**src/rtl/particle_feeder.sv**
```systemverilog
// Prefetching particle-buffer reader: read strobe to first valid is RD_LATENCY+1 cycles, one particle per cycle.
// Reads pause once the FIFO plus in-flight reads would reach FIFO_DEPTH; the output is held while render_ready_in is low.
module pf_fifo #(
   parameter int   WIDTH = 48,
   parameter int   DEPTH = 4,
   localparam int  PW    = $clog2(DEPTH),
   localparam int  CW    = $clog2(DEPTH + 1)
) (
   input  logic             clk,
   input  logic             rst_n,
   input  logic             push_vld,
   input  logic [WIDTH-1:0] push_dat,
   input  logic             pop,
   output logic [WIDTH-1:0] head_dat,
   output logic             empty,
   output logic [CW-1:0]    count
);
   logic [WIDTH-1:0] slot [DEPTH];
   logic [PW-1:0]    wr_ptr;
   logic [PW-1:0]    rd_ptr;
   logic             do_push;
   logic             do_pop;

   assign empty    = (count == '0);
   assign do_pop   = pop & ~empty;
   assign do_push  = push_vld & ((count != CW'(DEPTH)) | do_pop);
   assign head_dat = slot[rd_ptr];

   always_ff @(posedge clk or negedge rst_n) begin
      if (!rst_n) begin
         wr_ptr <= '0;
         rd_ptr <= '0;
         count  <= '0;
         for (int i = 0; i < DEPTH; i++) slot[i] <= '0;
      end else begin
         if (do_push) begin
            slot[wr_ptr] <= push_dat;
            wr_ptr       <= wr_ptr + PW'(1);
         end
         if (do_pop) rd_ptr <= rd_ptr + PW'(1);
         if (do_push != do_pop) count <= do_push ? count + CW'(1) : count - CW'(1);
      end
   end
endmodule

// Frame-pass sequencer: IDLE -> RUN (issue reads) -> DRAIN (wait for last transfer) -> IDLE.
// Output is the FIFO head, so data and valid hold by construction while the renderer stalls.
module particle_feeder #(
   parameter int  NUM_PARTICLES = 256,
   parameter int  RD_LATENCY    = 2,
   parameter int  FIFO_DEPTH    = 4,
   localparam int AW = (NUM_PARTICLES > 1) ? $clog2(NUM_PARTICLES) : 1
) (
   input  logic          clk_in,
   input  logic          rst_in,
   input  logic          frame_start_in,
   output logic [AW-1:0] mem_addr_out,
   output logic          mem_rd_out,
   input  logic [47:0]   mem_data_in,
   input  logic          render_ready_in,
   output logic [15:0]   f_x_out,
   output logic [15:0]   f_y_out,
   output logic [15:0]   f_z_out,
   output logic          data_valid_out,
   output logic          busy_out,
   output logic          frame_done_out,
   output logic          overrun_out
);
   localparam int CW = $clog2(NUM_PARTICLES + 1);
   localparam int OW = $clog2(FIFO_DEPTH + 1);
   localparam int SW = $clog2(FIFO_DEPTH + RD_LATENCY + 2) + 1;

   typedef enum logic [1:0] {IDLE, RUN, DRAIN} state_t;

   state_t                state;
   logic [CW-1:0]         rd_idx;
   logic [CW-1:0]         xfer_cnt;
   logic [RD_LATENCY-1:0] ret_sr;
   logic [OW-1:0]         occ;
   logic [47:0]           head_dat;
   logic                  fifo_empty;
   logic                  xfer;
   logic                  can_issue;
   logic [SW-1:0]         inflight;
   logic [SW-1:0]         pending;

   assign data_valid_out              = ~fifo_empty;
   assign xfer                        = data_valid_out & render_ready_in;
   assign {f_x_out, f_y_out, f_z_out} = head_dat;

   pf_fifo #(.WIDTH(48), .DEPTH(FIFO_DEPTH)) u_fifo (
      .clk      (clk_in),
      .rst_n    (rst_in),
      .push_vld (ret_sr[RD_LATENCY-1]),
      .push_dat (mem_data_in),
      .pop      (xfer),
      .head_dat (head_dat),
      .empty    (fifo_empty),
      .count    (occ)
   );

   // In-flight includes the strobe on the bus now; a transfer this cycle frees its slot.
   always_comb begin
      inflight = SW'(mem_rd_out);
      for (int k = 0; k < RD_LATENCY; k++) inflight = inflight + SW'(ret_sr[k]);
      pending   = SW'(occ) + inflight - SW'(xfer);
      can_issue = (state == RUN) && (pending < SW'(FIFO_DEPTH));
   end

   always_ff @(posedge clk_in or negedge rst_in) begin
      if (!rst_in) begin
         ret_sr <= '0;
      end else begin
         ret_sr[0] <= mem_rd_out;
         for (int k = 1; k < RD_LATENCY; k++) ret_sr[k] <= ret_sr[k-1];
      end
   end

   always_ff @(posedge clk_in or negedge rst_in) begin
      if (!rst_in) begin
         state          <= IDLE;
         rd_idx         <= '0;
         xfer_cnt       <= '0;
         mem_addr_out   <= '0;
         mem_rd_out     <= 1'b0;
         busy_out       <= 1'b0;
         frame_done_out <= 1'b0;
         overrun_out    <= 1'b0;
      end else begin
         frame_done_out <= 1'b0;
         mem_rd_out     <= 1'b0;
         if (xfer) xfer_cnt <= xfer_cnt + CW'(1);
         if (state != IDLE && frame_start_in) overrun_out <= 1'b1;
         case (state)
            IDLE: begin
               if (frame_start_in) begin
                  state        <= RUN;
                  busy_out     <= 1'b1;
                  rd_idx       <= '0;
                  xfer_cnt     <= '0;
                  mem_addr_out <= '0;
               end
            end
            RUN: begin
               if (can_issue) begin
                  mem_rd_out   <= 1'b1;
                  mem_addr_out <= rd_idx[AW-1:0];
                  rd_idx       <= rd_idx + CW'(1);
                  if (rd_idx == CW'(NUM_PARTICLES - 1)) state <= DRAIN;
               end
            end
            DRAIN: begin
               if (xfer && xfer_cnt == CW'(NUM_PARTICLES - 1)) begin
                  frame_done_out <= 1'b1;
                  busy_out       <= 1'b0;
                  state          <= IDLE;
               end
            end
            default: state <= IDLE;
         endcase
      end
   end
endmodule

```
**config.mk**
```make
export PLATFORM = sky130hd
export DESIGN_NAME = particle_feeder
export DESIGN_NICKNAME = d
export VERILOG_FILES = /design/src/rtl/particle_feeder.sv
export SDC_FILE = /design/constraint.sdc
export NUM_CORES = 1
export LEC_CHECK = 0
export ABC_AREA = 1
export CAP_MARGIN = 10
export CELL_PAD_IN_SITES_DETAIL_PLACEMENT = 0
export CELL_PAD_IN_SITES_GLOBAL_PLACEMENT = 2
export CORE_UTILIZATION = 31
export DETAILED_ROUTE_END_ITERATION = 10
export PLACE_DENSITY_LB_ADDON = 0.08
export SYNTH_ARGS = -nofsm -noshare
export SYNTH_HDL_FRONTEND = slang
export SYNTH_SLANG_ARGS = --single-unit
```
**constraint.sdc**
```tcl
create_clock -name clk_in -period 2.9 [get_ports clk_in]
set_input_delay 0.58 -clock clk_in [delete_from_list [all_inputs] [get_ports clk_in]]
set_output_delay 0.58 -clock clk_in [all_outputs]
set_load 0.1 [all_outputs]
```
Word-level counts from Yosys, hierarchy flattened
Cells that the tools add are included.
{"block": "word_totals", "input_bits": 52, "register_bits": 233, "word_cells": 87, "output_inout_bits": 61}
{"block": "classes", "addsub": 10, "n_eq_ne": 10, "n_mux": 28, "reduce_logical": 12, "magnitude_cmp": 4, "bitwise_logic": 7}
{"cell": "$bwmux 192", "count": 1}
{"cell": "$mux 48", "count": 3}
{"cell": "$bmux 48 s2", "count": 1}
{"cell": "$demux 48 s2", "count": 1}
{"cell": "$mux 9", "count": 5}
{"cell": "$add 9x1->9 const B", "count": 2}
{"cell": "$eq 9x8->1 const B", "count": 2}
{"cell": "$pmux 9 s2", "count": 1}
{"cell": "$mux 8", "count": 2}
{"cell": "$pmux 8 s2", "count": 1}
{"cell": "$mux 2", "count": 4}
{"cell": "$ge 3x3->1 const B", "count": 2}
{"cell": "$mux 1", "count": 6}
{"cell": "$ne 2x2->1 const B", "count": 3}
{"cell": "$not 2->3", "count": 2}
{"cell": "$pmux 2 s3", "count": 1}
{"cell": "$reduce_and 3->1", "count": 2}
{"cell": "$reduce_bool 2->1", "count": 3}
{"cell": "$add 2x1->2 const B", "count": 2}
{"cell": "$add 3x3->4", "count": 1}
{"cell": "$logic_and 1x1->1", "count": 4}
{"cell": "$lt 4x3->1 const B", "count": 1}
{"cell": "$reduce_and 4->1", "count": 1}
{"cell": "$sub 4x1->4", "count": 1}
{"cell": "other kinds (17)", "count": 19}

Logic depth before layout (Yosys ltp)
Gate-level depths: netlist of run 1.
{"block": "logic_depth", "ltp_word": 8, "depth_mapped": 18, "depth_no_buf": 18}

By module
A second synthesis of run 1 with hierarchy kept.
{"block": "hier_totals", "cells_unflattened": 1388, "hier_area_um2": 11225.8}
{"module": "pf_fifo", "cells_each": 1157, "seq_area_each_um2": 4979.8, "area_each_um2": 9318.9, "n_inst": 1}
{"module": "particle_feeder", "cells_each": 231, "seq_area_each_um2": 850.8, "area_each_um2": 1906.8, "n_inst": 1}

Worst setup path before layout of run 1
Ideal clock, no wire load.
{"block": "synth_path", "kind": "register to register", "start": "register u_fifo.count[0]", "end": "register rd_idx[0]", "period_less_slack_ns": 3.566, "setup_time_ns": 0.113, "stages_incl_launch_ff": 18, "t_required_ns": 2.787, "slack_ns": -0.666, "path_buffers": 0, "arrival_ns": 3.453, "path_cell_list": "dfrtp_1 -> nor2_1 -> nand2_1 -> nand2_1 -> inv_2 -> ha_1 -> inv_1 -> fa_1 -> ha_1 -> nand3_1 -> nand2_1 -> nand2_1 -> inv_1 -> nand2_1 -> nor2_2 -> nand2_1 -> nand2_1 -> inv_1"}
{"block": "synth_between", "elab_chain_len": 8, "word_cells_on_any_way": 9, "classes_between": "add/sub: 2; order compare: 1; eq/ne: 1; bitwise: 2; reduce/logical: 3"}
{"element": "start: declaration", "line": "16", "source": "output logic [CW-1:0] count"}
{"element": "start signal: assignment", "line": "41", "source": "if (do_push != do_pop) count <= do_push ? count + CW'(1) : count - CW'(1);"}
{"element": "$logic_not 3->1", "line": "24", "source": "assign empty = (count == '0);"}
{"element": "$not 1->1", "line": "87", "source": "assign data_valid_out = ~fifo_empty;"}
{"element": "via data_valid_out", "line": "64", "source": "output logic data_valid_out,"}
{"element": "$and 1x1->1", "line": "88", "source": "assign xfer = data_valid_out & render_ready_in;"}
{"element": "$sub 4x1->4", "line": "106", "source": "pending = SW'(occ) + inflight - SW'(xfer);"}
{"element": "$lt 4x3->1", "line": "107", "source": "can_issue = (state == RUN) && (pending < SW'(FIFO_DEPTH));"}
{"element": "$logic_and 1x1->1", "line": "107"}
{"element": "$ne 2x2->1 (no source line)"}
{"element": "$reduce_and 3->1 (no source line)"}
{"element": "end signal: assignment", "line": "148", "source": "rd_idx <= rd_idx + CW'(1);"}
{"element": "end: declaration", "line": "76", "source": "logic [CW-1:0] rd_idx;"}
The timed path passes the listed nets, and every way through them passes these cells.
A chain may end at the register's enable or synchronous reset.

Worst setup path in the final report of run 1
{"block": "layout_path", "start": "register u_fifo.rd_ptr[1]", "end": "output f_x_out[3]"}
{"block": "layout_between", "elab_chain_len": 4}
{"element": "start: declaration", "line": "20", "source": "logic [PW-1:0] rd_ptr;"}
{"element": "start signal: assignment", "line": "40", "source": "if (do_pop) rd_ptr <= rd_ptr + PW'(1);"}
{"element": "$not 2->3 (implied by the code)", "line": "27", "source": "assign head_dat = slot[rd_ptr];"}
{"element": "$bmux 48 s2", "line": "27"}
{"element": "$mux 48 (implied by the code) (2 in series)", "line": "27"}
{"element": "end: declaration", "line": "61", "source": "output logic [15:0] f_x_out,"}
No other way between the ends. The select of a mux whose other input is x is not followed.

==> impl_metrics.yaml, run 1 <==
status:
  outcome: "finished, final reports clean"
cts:
  cts_buffer_depth: 3
  clkSlewWorstSetupHoldPaths_ns: 0.06
  numCtsBuffers: 29
  cts_sinks: 233
  post_cts_resized: 1
  cts_setup_buffers: 0
  root_buffer: "clkbuf_16"
  cts_max_level: 1
  hold_buffers: 0
  clkLatencyLatePin_ns: 0.54
  cts_tree: "built"
sta:
  fin_crit_ns: 2.80
  worst_slew_pin_slew_ns: 0.678
  finalHoldViolCount: 0
  fin_skew_ns: 0.00695
  rsz0062_at_grt: "false"
  period_share: 0.964
  slew_headroom: 0.548
  finalSetupTns_ns: 0
  timing.fmax_mhz: 358
  slew_viol_final: 0
  setup_viol: 0
grt:
  grt-ovfl-total: 0
  busiest_layer: "met2"
  grt_pass1_wl_um: 56400
  grt_pass1_vias: 9675
  use_met1: 0.280
  antenna_found_initial: 0
  grt_usage: 0.199
  met3_usage: 0.0217
  grt_max_degree: 98
  grt_util_met2: 0.327
critical_path:
  ff2ff_path_depth: 17
  path_class: "reg2out"
  crit_path_end_kind: "output port"
  r2r-end: "mem_addr_out[1]$_DFFE_PN0P_"
  worstPathArrival_ns: 2.22
  crit_path_start: "u_fifo.rd_ptr[1]$_DFFE_PN0P_"
  r2r_slack_ns: 0.25
  cp_max_fo: 25
  cp-start-kind: "register"
  required_ns: 2.32
  rr_startpoint: "u_fifo.count[1]$_DFFE_PN0P_"
routing:
  drt_wl_total_um: 35400
  post_drt_wl_per_cell_um: 18.1
  postRouteAntennaNets: 0
  viasPerCell: 4.89
  drc: 0
  drtIter0Drc: 417
  routed-via-count: 9570
  firstDrtPassIters: 4
logic_synthesis:
  synth_nets: 1455
  ys_ff_latch: 233
  netlist_area_sq_um: 11000
  ys_warn_count: 0
  avgSynthCellArea_sq_um: 7.95
  synth.distinct_cells: 30
  postSynthCellCount: 1388
  synth_seq_area_share: 0.528
layout:
  layout-drive-gt1-share: 0.148
  antenna_cells: 0
  stdcell_count: 1957
  area_delta_synth_final_pct: 31.3
  post-route-util: 0.416
  final_nets: 1551
placed_design:
  numPortBuffers: 112
  place.gp.congestion: 0.729
  place_hpwl_um: 20700
  dp_cells: 1908
floorplan:
  row_count: 68
  design.core.area_sq_um: 34800
  ios: 113
  start_util: 0.317
  die_area_sq_um: 36400
  die_h_um: 191
  chipWidth_um: 191
run:
  max-cap-violations: 0
worst_hold_path:
  hold_path.class: "in2async"
==> cell usage after synthesis <==
master	n	area (sq um)
buf_4	7	52.6
nor3b_1	3	22.5
a21oi_1	7	35.0
xor2_1	5	43.8
buf_1	2	7.51
dfrtp_1	233	5830
nand3b_1	1	7.51
nor2_1	124	465
o21ai_0	239	1200
clkbuf_1	56	210
nand3_1	32	160
o21ai_1	56	280
nor2_2	4	25.0
nand4_1	1	6.26
buf_2	27	135
nand3_2	1	10.0
nor2_4	1	11.3
nor3_1	2	10.0
nand2_1	471	1770
nand2_4	1	11.3
nand2_2	2	12.5
fa_1	2	40.0
ha_1	13	163
inv_2	6	22.5
buf_6	4	45.0
o21bai_1	2	15.0
clkinv_1	1	3.75
o22ai_1	48	300
xnor2_1	1	8.76
inv_1	36	135
==> cell usage in the layout, fill, tap and decap left out, types with 2 or more instances in the layout <==
cell type,n
clkbuf_16,29
inv_2,6
o21bai_1,2
nand2_1,469
buf_4,52
clkbuf_1,8
nor2_4,4
buf_12,58
nor3b_1,3
clkdlybuf4s50_1,50
nand2_2,2
dfrtp_4,2
o21ai_0,239
ha_1,13
fa_1,2
nand2_4,2
clkbuf_8,6
bufinv_16,2
dfrtp_1,231
nor2_1,122
o22ai_2,48
nor3_1,2
a21oi_1,7
nand3_1,32
o21ai_1,56
nor2_2,3
clkinv_2,5
xor2_1,5
inv_1,36
==> flip-flops by register name (all words and copies together), names as in the netlist, 3 cells and up <==
signal and flops:
u_fifo.slot 192, rd_idx 9, xfer_cnt 9, mem_addr_out 8, u_fifo.count 3
==> kinds of logic after synthesis <==
family | count (synthesis) | synth area share
xor+xnor | 6 | 0.00476
simple gates | 643 | 0.227
flops | 233 | 0.528
fa+ha+maj | 15 | 0.0184
buf+inv | 139 | 0.0554
compound gates | 352 | 0.166
==> worst max-delay path: stages (launching register included) <==
cell     delay [ns]
dfrtp_4        0.63
inv_1          0.22
buf_12         0.21
o21ai_0        0.13
o22ai_2        0.26
buf_12         0.22
==> through the flow <==
stage          worst slack [ns]  hold slack, ns  area [sq um]
3_5_place_dp             -0.154           0.369         13600
5_1_grt                  0.0158          0.0981         14500
3_3_place_gp             -0.163           0.367         13600
6_report                  0.103          0.0510         14500
4_1_cts                  0.0547          0.0675         14500
2_1_floorplan           -0.0124           0.284         11400
==> layer usage <==
layer	share of wire	routed length, um
met1	0.48	17100
met2	0.47	16500
met3	0.035	1250
met4	0.015	527
met5	0	0
==> layout make-up <==
| class | count | area [sq um] |
|---|---|---|
| Tap cell | 455 | 569 |
| Timing Repair Buffer | 161 | 2070 |
| Multi-Input combinational cell | 1016 | 4940 |
| Fill cell | 3503 | 20300 |
| Clock buffer | 43 | 838 |
| Inverter | 43 | 163 |
| Sequential cell | 233 | 5840 |
| Clock inverter | 6 | 80.1 |
==> how the worst max path moves through the flow <==
stage / end / slack [ns] / cells after the start
after floorplan: rd_idx[0]$_DFFE_PN0P_ / -0.01 / 17
after global placement: mem_addr_out[5]$_DFFE_PN0P_ / -0.16 / 16
after detailed placement: mem_addr_out[5]$_DFFE_PN0P_ / -0.15 / 16
after CTS: f_x_out[3] / 0.05 / 4
after global routing: f_x_out[3] / 0.02 / 5
final: f_x_out[3] / 0.10 / 5
Power of run 1 is left out: the tool's default activity adds up to more than one toggle a clock period on the data nets, which glitch-free logic cannot reach.
==> run 2, diff against run 1 <==
- GPL_TIMING_DRIVEN: unset -> 0
==> run 2 against run 1 <==
Compared with the run above:
- the flow now finishes with violations (negative hold slack)
- via count increased by 3.7%
- critical path depth unchanged
- cell count increased by 3.0%
- routed wire length increased by 6.3%
- flip-flop and latch count unchanged
- sequential share of layout area increased by 0.93 points
- first-iteration DRC count increased by 25%
- final area decreased by 2.4%
- fmax decreased by 0.70%
- setup slack got worse by 0.020 ns
- non-clock buffer count increased by 56
- register-to-register slack got worse by 0.05 ns
==> impl_metrics.yaml, run 2 (same netlist as run 1, synthesis figures left out) <==
status:
  outcome: "complete, but fails checks"
  violations: "negative hold slack"
grt:
  grt_pass1_wl_um: 59400
  grt_pass1_vias: 10022
  grt_usage: 0.212
  grt_max_degree: 95
  grt-ovfl-total: 0
  antenna_found_initial: 1
layout:
  largest_registers: "u_fifo.slot x192, rd_idx x9, xfer_cnt x9"
  area_delta_synth_final_pct: 28.2
  stdcell_count: 2015
  fillCellCount: 3644
  final_common_cell: "nand2_1"
  post-route-util: 0.407
  antenna_cells: 0
  final_nets: 1608
  final_cell_mix: "nand2_1, o21ai_0, dfrtp_1"
  top_register: "u_fifo.slot"
  layout-drive-gt1-share: 0.150
  largest_reg_flops: 192
cts:
  numCtsBuffers: 30
  cts_max_level: 1
  cts_buffer_depth: 3
  cts_tree: "built"
  clkSlewWorstSetupHoldPaths_ns: 0.06
  cts_sinks: 233
  clkLatencyLatePin_ns: 0.55
  root_buffer: "clkbuf_16"
sta:
  fin_skew_ns: 0.00641
  worst_slew_pin_slew_ns: 0.980
  slew_viol_final: 0
  finalHoldViolCount: 12
  setup_viol: 0
  period_share: 0.971
  hold_ws_ns: -0.0137
  fin_crit_ns: 2.82
  rsz0062_at_grt: "false"
  slew_headroom: 0.344
  timing.fmax_mhz: 355
routing:
  firstDrtPassIters: 4
  drc: 0
  drt_wl_total_um: 37600
  post_drt_wl_per_cell_um: 18.7
  drtIter0Drc: 520
  routed-via-count: 9920
  viasPerCell: 4.92
  postRouteAntennaNets: 0
critical_path:
  crit_family: "buffers and inverters"
  cp-start-kind: "register"
  worstPathArrival_ns: 2.24
  cp_max_fo: 10
  crit_path_end_kind: "output port"
  max_stage_delay_ns: 0.48
  slowest_stage: "dfrtp_1"
  crit_chain: "clkbuf_4, buf_2, o21ai_0, o22ai_2, buf_4"
  cp.buffers_inverters: 3
  required_ns: 2.32
  path_class: "reg2out"
worst_hold_path:
  hold_path.class: "in2async"
placed_design:
  place_hpwl_um: 24700
  numPortBuffers: 112
  dp_cells: 1957
  place.gp.congestion: 0.731
floorplan:
  ios: 113
  start_util: 0.317
  chipWidth_um: 191
  design.core.area_sq_um: 34800
  row_count: 68
  die_area_sq_um: 36400
  die_h_um: 191
run:
  max-cap-violations: 0
==> run 2: path summary, 6_finish.rpt <==
check	from	cells after the start	slack [ns]	to
max in group asynchronous	rst_in	2	2.02	u_fifo.slot[133]$_DFFE_PN0P_
worst max-delay path	u_fifo.rd_ptr[1]$_DFFE_PN0P_	5	0.08	f_x_out[13]
worst min-delay path	rst_in	1	-0.01	u_fifo.slot[57]$_DFFE_PN0P_
worst max register to register	u_fifo.count[1]$_DFFE_PN0P_	16	0.20	mem_addr_out[1]$_DFFE_PN0P_
worst min register to register	ret_sr[0]$_DFF_PN0_	0	0.37	ret_sr[1]$_DFF_PN0_
min in group clk_in	ret_sr[0]$_DFF_PN0_	0	0.37	ret_sr[1]$_DFF_PN0_
==> run 2: through the flow <==
stage	setup TNS, ns	setup WS (ns)	cell area (sq um)
finish	0	0.0832	14100
global route	0	0.000205	14100
CTS	-0.00178	-0.00178	14000
detailed placement	-38.00	-0.840	13100
global placement	-2384.97	-10.09	13000
floorplan	-0.0124	-0.0124	11400
==> run 2: area by class of cell <==
type,instances,area [sq um],area share
Buffer,96,524,0.0371
Clock buffer,45,878,0.0621
Clock inverter,6,30.0,0.00212
Inverter,43,165,0.0117
Multi-Input combinational cell,1016,4940,0.349
Sequential cell,233,5830,0.412
Tap cell,455,569,0.0402
Timing Repair Buffer,121,1210,0.0852
==> run 2: what timing repair did <==
action / 4_1_cts / 5_1_grt
resized for setup: 336 / 32
setup buffers: 3 / 4
endpoints found under the hold margin: 0 / 0
hold buffers: 0 / 0
pin swaps: 2 / 3
setup endpoints to repair: 67 / 62
==> run 2: per-layer routing <==
metal  vias up  global-route usage  part of all wire
met4         2              0.0409             0.017
met2       175               0.352              0.47
met1      4859               0.292              0.48
met3        42              0.0302             0.039
met5         -                   0           0.00021
li1       4842                   -                 -
==> run 2: worst reg2reg max path, cell delays in order, from the launching register on <==
cell     delay [ns]
dfrtp_1        0.44
nor2_4         0.15
nand2_4        0.10
nand2_8        0.10
inv_4          0.08
ha_1           0.28
inv_1          0.04
fa_1           0.36
ha_1           0.28
nand3_1        0.09
nand2_1        0.08
nand2_1        0.05
inv_2          0.08
nand3_4        0.12
buf_4          0.21
nand3_1        0.07
nand2_1        0.06
Power of run 2 is left out for the same reason.
==> RTL change 1 (flow settings as in run 2) <==
The 3 states of `state_t` get a one-hot encoding in 3 bits.
--- a/src/rtl/particle_feeder.sv
+++ b/src/rtl/particle_feeder.sv
@@ -72,3 +72,3 @@
 
-   typedef enum logic [1:0] {IDLE, RUN, DRAIN} state_t;
+   typedef enum logic [2:0] {IDLE = 3'b001, RUN = 3'b010, DRAIN = 3'b100} state_t;
 
Check against the original RTL: no difference found for any inputs over 4 cycles, from zero or initial values and one cycle with rst_in low; so few cycles prove little.
==> RTL change 1 against run 2 <==
- cell area up 0.55%
- worst setup slack better by 0.015 ns
- area after synthesis about the same
- maximum frequency increased by 0.53%
- wire length grew 1.1%
- clock skew increased by 0.0021 ns
- sequential cell count increased by 1
- count of clock-buffer cells in the layout is 6 higher
- cell count fell by 0.65%
- critical path depth is 2 higher
Power is not shown: default switching activity piles up to over one toggle a cycle in this logic, so the estimate is an artifact.
==> RTL change 1: results <==
metrics = {
    "layout": {
        "clkbuf_count": 51,
        "signal_buffers": 215,
        "drive_gt1_frac": 0.151,
        "multi_input_area_share": 0.342,
        "nets": 1591,
        "fillers": 3636,
        "multiInputCombCellCount": 1000,
        "nFlopsAndLatches": 234,
        "buf_share": 0.121,
        "seq_area_frac": 0.412,
    },
    "route": {
        "top_layer_used": "met4",
        "wl_met2_mm": 17.2,
        "wl_met1_mm": 18.7,
        "drt_pre_antenna_iters": 5,
        "wl_met3_mm": 1.45,
        "drt-initial-drc-count": 546,
        "num_vias": 9689,
    },
    "sta": {
        "finalHoldViolCount": 0,
        "clock_skew_ns": 0.00850,
    },
    "global_route": {
        "antenna_found_initial": 0,
        "grt_pass1_wl_mm": 59.3,
        "grt_max_degree": 106,
        "grtUsageMet3": 0.0271,
        "use_met1": 0.303,
    },
    "yosys": {
        "synth_common_cells": "nand2_1, dfrtp_1, o21ai_0",
        "yosysSeqAreaShare": 0.531,
        "syn-num-nets": 1442,
    },
    "outcome": {
        "outcome": "finished clean",
    },
    "setup_path": {
        "crit_path_start": "u_fifo.rd_ptr[0]$_DFFE_PN0P_",
        "arrival_ns": 2.22,
        "rr_startpoint": "u_fifo.count[0]$_DFFE_PN0P_",
    },
    "placed_design": {
        "place.gp.congestion": 0.747,
    },
}
RTL change 1: changes by cell type after synthesis, moves of 2 or more:
cell     before  now
a21oi_1       7    5
buf_1         2    4
nand2_1     471  456
nand3_1      32   29
nor2_1      124  122
nor3b_1       3    0
o21ai_0     239  188
o21ai_1      56  106
xor2_1        5   10
RTL change 1: stage by stage:
step	hold WS (ns)	instance area [um^2]	setup slack, ns	instances
2_1_floorplan	0.284	11300	0.173	1375
3_3_place_gp	0.359	13000	-10.06	1942
3_5_place_dp	0.360	13100	-0.902	1944
4_1_cts	0.374	14100	0.000560	2001
5_1_grt	0.396	14200	0.000928	2002
6_report	0.370	14200	0.0980	2002
RTL change 1: cells by family after synthesis:
| kind of cell | count (synthesis) | synth area share |
|---|---|---|
| xor+xnor | 11 | 0.00874 |
| buf+inv | 141 | 0.0565 |
| compound gates | 351 | 0.166 |
| flops | 234 | 0.531 |
| fa+ha+maj | 15 | 0.0184 |
| simple gates | 623 | 0.219 |
RTL change 1: worst max-delay path by stage:
stage	to
finish	f_x_out[0]
global route	f_x_out[9]
CTS	f_y_out[15]
detailed placement	f_z_out[15]
global placement	u_fifo.slot[168]$_DFFE_PN0P_
floorplan	mem_addr_out[0]$_DFFE_PN0P_
RTL change 1: timing repair:
action,in CTS,in global routing
resized for setup,343,33
endpoints found under the setup margin,67,51
hold buffers,1,0
endpoints found under the hold margin,38,0
buffers inserted,1,2
RTL change 1: worst max-delay path, stage by stage (launching register included):
cell and delay (ns):
dfrtp_1 0.35, buf_2 0.19, clkinv_2 0.12, buf_4 0.23, buf_6 0.19, nor2_1 0.06
o22ai_2 0.25, buf_6 0.27
==> RTL change 2 (config.mk and constraints of run 2) <==
Made on the original files. Change the parameter `FIFO_DEPTH` from 4 to 8.
--- a/src/rtl/particle_feeder.sv
+++ b/src/rtl/particle_feeder.sv
@@ -50,3 +50,3 @@
    parameter int  RD_LATENCY    = 2,
-   parameter int  FIFO_DEPTH    = 4,
+   parameter int  FIFO_DEPTH    = 8,
    localparam int AW = (NUM_PARTICLES > 1) ? $clog2(NUM_PARTICLES) : 1
Check against the original RTL: no difference found for any inputs over 4 cycles, from zero or initial values and one cycle with rst_in low; that may be too few to reach the edited logic, so the function may still have changed.
==> RTL change 2 against run 2 <==
- the run ends with negative setup slack left
- via count grew 70%
- area after synthesis up 76%
- cell area is 82% higher
- wire length is 86% higher
- utilization is 1.0 points higher
- die area up 75%
- sequential cell count is 195 higher
- worst setup slack got worse by 0.22 ns
- critical path type unchanged
Power is left out: the tool's default activity adds up to more than one toggle a clock period on the data nets, which glitch-free logic cannot reach.
==> RTL change 2: results <==
metrics = {
    "sta": {
        "tightest_slew_ns": 0.981,
        "timing.final.ws_setup_ns": -0.132,
        "setup_viol": 48,
        "clock_skew_ns": 0.0113,
    },
    "layout": {
        "nets": 2553,
        "drive_gt1_frac": 0.173,
        "reg_top3": "u_fifo.slot (384), rd_idx (9), xfer_cnt (9)",
        "antenna_cells": 0,
    },
    "yosys": {
        "synth_cell_types": 34,
        "synth_common_cells": "o21ai_0, nand2_1, dfrtp_1",
        "async_flop_share": 1.00,
        "yosysWarnings": 0,
        "synth-xor-area-share": 0.00360,
        "synthAdderAreaFrac": 0.0123,
        "synth_compound_gate_area_share": 0.188,
        "synth.area.top_cells": "dfrtp_1, o21ai_0, nand2_1",
        "yosysSeqAreaShare": 0.551,
        "synth_flop_cell": "dfrtp_1",
        "synth.mux.area_fraction": 0,
        "syn-num-nets": 2360,
    },
    "global_route": {
        "grt_max_degree": 108,
        "grt_pass1_wl_mm": 108,
        "gr-usage-all-layers": 0.224,
        "antenna_found_initial": 0,
    },
    "placed_design": {
        "hpwlAfterDp_mm": 46.9,
        "place.gp.congestion": 0.762,
        "io_buffers": 112,
        "dp_slack_ns": -1.73,
    },
    "clock_network": {
        "cts.reportedPaths.clkPinSlew_ns": 0.06,
        "cts.path.max_buffers": 3,
        "cts_buffers": 51,
        "cts.htree.levels": 2,
        "worst_skew_pair.late_latency_ns": 0.59,
        "root_buffer": "clkbuf_16",
    },
    "setup_path": {
        "cpPeakStageDelay_ns": 0.50,
        "cp_top_family": "buffers and inverters",
        "arrival_ns": 2.45,
        "crit_path_top_delay_cell": "dfrtp_2",
        "path_max_fanout": 6,
    },
    "route": {
        "num_vias": 16900,
        "routed_wl_mm": 70.0,
        "antenna_left": 0,
        "drt_pre_antenna_iters": 5,
        "drt-initial-drc-count": 1042,
    },
    "hold_path": {
        "min_path_type": "reg2reg",
    },
    "outcome": {
        "violations": "negative setup slack",
        "outcome": "finished, violations left",
    },
}
==> RTL change 2: metal layers <==
metal,track usage,vias to the layer above,wire (um)
li1,-,8000,-
met4,0.0552,0,1370
met1,0.311,8423,32200
met5,0,-,0
met3,0.0346,75,2980
met2,0.363,361,33500
==> RTL change 2: worst register-to-register path, delay by kind of cell (launching register included) <==
kind,cells,cell delay [ns]
buffers and inverters,5,1.13
DFF,1,0.40
and+or+nand+nor,4,0.72
adders and majority gates,1,0.13
AOI/OAI and AO/OA,1,0.18
==> RTL change 2: through the flow <==
| step | util | hold WS, ns | cells | area, um^2 | setup TNS, ns |
|---|---|---|---|---|---|
| after floorplan | - | 0.284 | 2290 | 20300 | -0.133 |
| after global placement | 0.363 | 0.356 | 3239 | 22500 | -8227.92 |
| after detailed placement | 0.366 | 0.368 | 3247 | 22600 | -91.98 |
| after CTS | 0.414 | 0.381 | 3354 | 25600 | -7.55 |
| after global routing | 0.417 | 0.404 | 3357 | 25800 | -9.36 |
| final | 0.417 | 0.377 | 3357 | 25800 | -4.32 |
==> RTL change 2: cell families (layout without fill, tap and decap cells) <==
group | count (synthesis) | count (layout)
compound gates | 704 | 704
xor+xnor | 8 | 8
fa+ha+maj | 18 | 18
buf+inv | 254 | 484
flops | 428 | 428
simple gates | 878 | 878
==> RTL change 2: final timing paths <==
check,from,slack (ns),end,depth (start not counted)
setup reg to reg,u_fifo.count[2]$_DFFE_PN0P_,0.17,u_fifo.slot[261]$_DFFE_PN0P_,11
hold reg to reg,ret_sr[0]$_DFF_PN0_,0.38,ret_sr[1]$_DFF_PN0_,0
setup / recovery,u_fifo.rd_ptr[0]$_DFFE_PN0P_,-0.13,f_z_out[0],10
max in group asynchronous,rst_in,0.65,xfer_cnt[0]$_DFF_PN0_,5
hold / removal,ret_sr[0]$_DFF_PN0_,0.38,ret_sr[1]$_DFF_PN0_,0
min in group asynchronous,rst_in,0.50,u_fifo.slot[350]$_DFFE_PN0P_,2
==> RTL change 2: layout make-up <==
class	count	area, um^2
fill	6246	36100
sequential	428	10700
multi-input combinational	1608	8570
timing repair buffer	143	2040
clock buffer	84	1610
buffer	158	1360
tap	837	1050
inverter	93	364
clock inverter	6	55.1
==> RTL change 2: repair_timing <==
item | 4_1_cts | 5_1_grt
gates resized for setup | 626 | 82
endpoints found under the setup margin | 67 | 76
cloned | 5 | 0
buffers inserted | 12 | 5
hold buffers | 1 | 0
pin swaps | 33 | 30
endpoints found under the hold margin | 51 | 0
